==> config.mk <==
export PLATFORM = sky130hd
export DESIGN_NAME = mesh_term_inject_arbiter
export DESIGN_NICKNAME = d
export VERILOG_FILES = /design/src/rtl/mesh_term_inject_arbiter.sv
export SDC_FILE = /design/constraint.sdc
export NUM_CORES = 1
export LEC_CHECK = 0
export ABC_AREA = 1
export BUFFER_PORTS_ARGS = -buffer_cell sky130_fd_sc_hd__buf_2
export CAP_MARGIN = 25
export CELL_PAD_IN_SITES_DETAIL_PLACEMENT = 1
export CELL_PAD_IN_SITES_GLOBAL_PLACEMENT = 2
export CORE_MARGIN = 3
export CORE_UTILIZATION = 25
export DETAILED_ROUTE_END_ITERATION = 10
export GPL_TIMING_DRIVEN = 0
export PLACE_DENSITY = 0.94
export SLEW_MARGIN = 20
export SYNTH_ARGS = -nofsm -noshare
export SYNTH_HDL_FRONTEND = slang
export SYNTH_SLANG_ARGS = --single-unit
==> constraint.sdc <==
create_clock -name clk -period 4.5 [get_ports clk]
set_input_delay 0.9 -clock clk [delete_from_list [all_inputs] [get_ports clk]]
set_output_delay 0.9 -clock clk [all_outputs]
set_load 0.1 [all_outputs]
==> src/rtl/mesh_term_inject_arbiter.sv <==
// Round-robin injector sharing one mesh terminal ingress port between NUM_SRC local
// FWFT packet queues, with a one-entry hold register and bounded per-source bursts.
module mesh_term_inject_arbiter #(
  parameter int NUM_SRC   = 4,
  parameter int PCKG_SZ   = 32,
  parameter int MAX_BURST = 2,
  parameter int CNT_W     = 16
) (
  input  logic                         clk,
  input  logic                         reset,
  input  logic                         enable,
  input  logic [NUM_SRC-1:0]           src_pndng,
  input  logic [NUM_SRC*PCKG_SZ-1:0]   src_data,
  output logic [NUM_SRC-1:0]           src_pop,
  output logic [PCKG_SZ-1:0]           term_data_out,
  output logic                         term_pndng,
  input  logic                         term_popin,
  output logic [$clog2(NUM_SRC)-1:0]   grant_idx,
  output logic                         busy,
  output logic [CNT_W-1:0]             pkt_cnt
);

  localparam int IDX_W = $clog2(NUM_SRC);
  localparam int BW    = $clog2(MAX_BURST + 1);

  typedef enum logic [0:0] {IDLE = 1'b0, OFFER = 1'b1} state_t;

  state_t             state_r, state_nxt_s;
  logic [IDX_W-1:0]   rr_ptr_r, grant_idx_r, winner_s, sel_idx_s, rr_nxt_s;
  logic [BW-1:0]      burst_cnt_r;
  logic [PCKG_SZ-1:0] hold_r, pop_data_s;
  logic [CNT_W-1:0]   pkt_cnt_r;
  logic               found_s, chain_s, start_s, accept_s;
  logic [NUM_SRC-1:0] src_pop_s;
  int                 idx_s;

  // Round-robin search for the first pending queue at or after rr_ptr.
  always_comb begin
    found_s  = 1'b0;
    winner_s = {IDX_W{1'b0}};
    idx_s    = 0;
    for (int k = 0; k < NUM_SRC; k++) begin
      idx_s = int'(rr_ptr_r) + k;
      if (idx_s >= NUM_SRC) begin
        idx_s = idx_s - NUM_SRC;
      end else begin
        idx_s = idx_s;
      end
      if (!found_s && src_pndng[idx_s]) begin
        found_s  = 1'b1;
        winner_s = IDX_W'(idx_s);
      end else begin
        found_s  = found_s;
      end
    end
  end

  assign chain_s    = (burst_cnt_r < BW'(MAX_BURST)) && enable && src_pndng[grant_idx_r];
  assign start_s    = (state_r == IDLE) && enable && found_s;
  assign accept_s   = (state_r == OFFER) && term_popin;
  assign sel_idx_s  = (state_r == IDLE) ? winner_s : grant_idx_r;
  assign pop_data_s = src_data[sel_idx_s*PCKG_SZ +: PCKG_SZ];
  assign rr_nxt_s   = (grant_idx_r == IDX_W'(NUM_SRC - 1)) ? {IDX_W{1'b0}}
                                                            : grant_idx_r + IDX_W'(1);

  // State register.
  always_ff @(posedge clk or posedge reset) begin
    if (reset) begin
      state_r <= IDLE;
    end else begin
      state_r <= state_nxt_s;
    end
  end

  // Next-state logic.
  always_comb begin
    state_nxt_s = state_r;
    case (state_r)
      IDLE: begin
        if (start_s) state_nxt_s = OFFER;
        else         state_nxt_s = IDLE;
      end
      OFFER: begin
        if (accept_s && !chain_s) state_nxt_s = IDLE;
        else                      state_nxt_s = OFFER;
      end
      default: state_nxt_s = IDLE;
    endcase
  end

  // Pop strobe: gated by reset so no queue is drained while the block is held in reset.
  always_comb begin
    src_pop_s = {NUM_SRC{1'b0}};
    case (state_r)
      IDLE: begin
        if (start_s && !reset) src_pop_s[sel_idx_s] = 1'b1;
        else                   src_pop_s = {NUM_SRC{1'b0}};
      end
      OFFER: begin
        if (accept_s && chain_s && !reset) src_pop_s[sel_idx_s] = 1'b1;
        else                               src_pop_s = {NUM_SRC{1'b0}};
      end
      default: src_pop_s = {NUM_SRC{1'b0}};
    endcase
  end

  // Hold register, grant, burst, rotation pointer and delivery counter.
  always_ff @(posedge clk or posedge reset) begin
    if (reset) begin
      hold_r      <= {PCKG_SZ{1'b0}};
      grant_idx_r <= {IDX_W{1'b0}};
      rr_ptr_r    <= {IDX_W{1'b0}};
      burst_cnt_r <= {BW{1'b0}};
      pkt_cnt_r   <= {CNT_W{1'b0}};
    end else if (start_s) begin
      hold_r      <= pop_data_s;
      grant_idx_r <= winner_s;
      burst_cnt_r <= BW'(1);
    end else if (accept_s) begin
      pkt_cnt_r <= pkt_cnt_r + CNT_W'(1);
      if (chain_s) begin
        hold_r      <= pop_data_s;
        burst_cnt_r <= burst_cnt_r + BW'(1);
      end else begin
        rr_ptr_r    <= rr_nxt_s;
        burst_cnt_r <= {BW{1'b0}};
      end
    end else begin
      hold_r <= hold_r;
    end
  end

  assign src_pop       = src_pop_s;
  assign term_data_out = hold_r;
  assign term_pndng    = (state_r == OFFER);
  assign busy          = (state_r == OFFER);
  assign grant_idx     = grant_idx_r;
  assign pkt_cnt       = pkt_cnt_r;

endmodule

==> impl_metrics.yaml <==
setup_path:
  critical_path_required_ns: 3.60
  reg2reg_depth: 11
  crit_fanout: 10
  reg2reg_setup_slack_ns: 2.12
  crit_type: "in -> out"
  critical_path_destination: "src_pop[0]"
  worst_setup_path_startpoint: "src_pndng[0]"
  critical_path.reg2reg.startpoint: "busy$_DFF_PP0_"
  cp-start-kind: "input port"
  critPathArrivalTime_ns: 2.95
  worstSetupEndpointType: "output port"
  worst_r2r_dst: "term_data_out[11]$_DFFE_PP0P_"
sta:
  grt_setup_unrepaired: "false"
  setup_viol: 0
  hold_slack_ns: 0.473
  fmax_ghz: 0.259
  transition_time_at_the_pin_with_the_least_slew_margin_ns: 0.969
  finalClockSkew_ns: 0.00449
  slew_violations: 0
  timing.slew.headroom_pct: 34.7
  layout_worst_path_cycle_share_pct: 85.7
  finalSetupTns_ns: 0
  final.min_clock_period_ns: 3.85
  report.final.hold_viol_count: 0
clock_tree:
  cts_root_buffer: "sky130_fd_sc_hd__clkbuf_16"
  cts_resized: 0
  cts_buffers: 5
  cts_max_level: 2
  clock_sinks: 55
  clk-insertion-delay-late_ns: 0.30
  holdBufCountCts: 0
  clkSlewWorstSetupHoldPaths_ns: 0.07
  cts.repair_timing.setup_buffer_count: 0
  tritoncts: "built"
  cts_max_path_buffers: 2
logic_synthesis:
  synth-xor-area-share_pct: 2.96
  yosysMostFrequentCell: "sky130_fd_sc_hd__nand2_1"
  synth_edf_count: 0
  post_synth_mux_area_share_pct: 0.272
  syn_area_per_cell_um2: 6.49
  ys_top_cells_by_count: "sky130_fd_sc_hd__nand2_1, sky130_fd_sc_hd__nand3_1, sky130_fd_sc_hd__dfrtp_1"
  yosys_most_used_dff: "sky130_fd_sc_hd__dfrtp_1"
  synth_simple_gate_area_share_pct: 51.3
  synth-seq-cells: 55
  syn_area_um2: 4140
  synth_top_cell_by_area: "sky130_fd_sc_hd__dfrtp_1"
  synth_cell_types: 30
  synthAdderAreaFrac_pct: 0.605
  synth.area.top_cells: "sky130_fd_sc_hd__dfrtp_1, sky130_fd_sc_hd__nand2_1, sky130_fd_sc_hd__nand3_1"
  synth_compound_gate_area_share_pct: 2.21
  synth_largest_type_area_fraction_pct: 33.3
  count_of_synthesis_stage_warnings_from_yosys: 0
  post_synth_inst_count: 638
  synthArstFlopShare_pct: 100
  synth_nets: 776
  synth_sequential_area_ratio_pct: 33.3
  largest_family_of_logic_cells_by_synthesized_area: "simple AND/OR/NAND/NOR gates"
floorplanning:
  die_height_um: 135
  core.rowCount: 46
  start_util_pct: 25.8
  core_area_um2: 16100
  die_outline_area_um2: 18100
  die_w_um: 135
  top_level_ports: 192
detailed_routing:
  wirelength_um: 16600
  detailedRoute.firstIterationViolations: 122
  detail_route.vias_per_cell: 4.57
  drcViolationCount: 0
  dr_total_vias: 4815
  drtAntennaViolNets: 0
  post_drt_wl_per_cell_um: 15.7
  1st_pass_router_iterations: 4
finish:
  area.sequential_um2: 1380
  instances_no_fill: 1054
  nets: 975
  layout-area-overhead-vs-synth_pct: 34.4
  drive_above_1_share_pct: 31.0
  fillers: 2138
  multi_input_area_um2: 2370
  num_antenna_cells: 0
global_route:
  grt_pass1_vias: 4976
  grt_start_max_net_pins: 51
  antenna_found_initial: 1
  groute.usage.overall_pct: 18.0
  grt_remaining_overflow: 0
  grt_pass1_wl_um: 26000
hold_path:
  worst_hold_path_type: "reg -> reg"
placement:
  routabilityCongestion: 0.769
  port_buffers: 191
  hpwlAfterDp_um: 13000
  place.detailed.instances: 1046
flow_run:
  cap_violations: 0
run_status:
  status: "finished clean"
[registers in the layout, indices dropped and copies added (netlist names)]
name / flops
grant_idx: 2
burst_cnt_r: 2
busy: 1
pkt_cnt: 16
term_data_out: 32
rr_ptr_r: 2
[area by class of cell]
type / count / area share, %
repair buffers: 192 / 17.7
multi-input cells: 512 / 42.6
inverters: 29 / 2.00
flip-flops and latches: 55 / 24.7
plain buffers: 42 / 5.06
well taps: 216 / 4.86
clock inverters: 2 / 0.697
clock buffers: 6 / 2.32
[routing by layer]
layer	GRT usage (%)	vias up	wire length, um
met3	4.62	11	1070
met5	0	-	13
li1	-	2434	-
met4	3.17	2	141
met2	30.3	117	7920
met1	23.7	2251	7430
[how the worst min path moves through the flow]
| stage | from | to | cells after the start | slack (ns) |
|---|---|---|---|---|
| after detailed placement | term_data_out[10]$_DFFE_PP0P_ | term_data_out[10]$_DFFE_PP0P_ | 2 | 0.46 |
| after global routing | reset | busy$_DFF_PP0_ | 2 | 0.48 |
| final | pkt_cnt[15]$_DFFE_PP0P_ | pkt_cnt[15]$_DFFE_PP0P_ | 1 | 0.47 |
| after global placement | term_data_out[15]$_DFFE_PP0P_ | term_data_out[15]$_DFFE_PP0P_ | 2 | 0.46 |
| after CTS | reset | busy$_DFF_PP0_ | 2 | 0.47 |
| after floorplan | burst_cnt_r[1]$_DFFE_PP0P_ | burst_cnt_r[1]$_DFFE_PP0P_ | 2 | 0.48 |
[cells in the final DEF (no fill, tap or decap), types with 5 or more instances in the layout]
cell / netlist / final
sky130_fd_sc_hd__xnor2_1: 5 / 5
sky130_fd_sc_hd__inv_2: 6 / 6
sky130_fd_sc_hd__o21ai_0: 7 / 7
sky130_fd_sc_hd__nor2_1: 8 / 8
sky130_fd_sc_hd__nand2_2: 6 / 6
sky130_fd_sc_hd__xor2_1: 9 / 9
sky130_fd_sc_hd__clkbuf_16: 0 / 5
sky130_fd_sc_hd__nor3_1: 5 / 5
sky130_fd_sc_hd__buf_2: 9 / 200
sky130_fd_sc_hd__inv_1: 23 / 22
sky130_fd_sc_hd__dfrtp_1: 55 / 55
sky130_fd_sc_hd__nand2_1: 306 / 306
sky130_fd_sc_hd__nand3_1: 132 / 132
sky130_fd_sc_hd__nand3_2: 12 / 12
sky130_fd_sc_hd__buf_6: 12 / 12
sky130_fd_sc_hd__buf_4: 6 / 6
sky130_fd_sc_hd__clkbuf_1: 15 / 16
[worst max-delay path, cell delays in order]
cell                      delay, ns
sky130_fd_sc_hd__buf_2         0.09
sky130_fd_sc_hd__inv_1         0.06
sky130_fd_sc_hd__nand2_1       0.08
sky130_fd_sc_hd__nand3_1       0.07
sky130_fd_sc_hd__nand2_1       0.13
sky130_fd_sc_hd__inv_1         0.08
sky130_fd_sc_hd__nand3_1       0.09
sky130_fd_sc_hd__nand3_1       0.15
sky130_fd_sc_hd__o21ai_4       0.32
sky130_fd_sc_hd__inv_2         0.18
sky130_fd_sc_hd__buf_6         0.18
sky130_fd_sc_hd__nor3_1        0.14
sky130_fd_sc_hd__buf_2         0.46
[cell families (layout without fill, tap and decap cells)]
group | after synthesis | after routing
xor+xnor | 14 | 14
fa+ha+maj | 2 | 2
flops | 55 | 55
simple gates | 480 | 480
mux | 1 | 1
buf+inv | 71 | 271
compound gates | 15 | 15
[stage by stage]
step	util, %	setup WS (ns)	instance area (um^2)
floorplan	-	-0.543	4140
global placement	33.4	0.672	5370
detailed placement	33.6	0.664	5400
CTS	34.6	0.658	5560
global route	34.6	0.478	5560
finish	34.6	0.645	5560
Power is left out: the tool's default activity adds up to more than one toggle a clock period on the data nets, which glitch-free logic cannot reach.
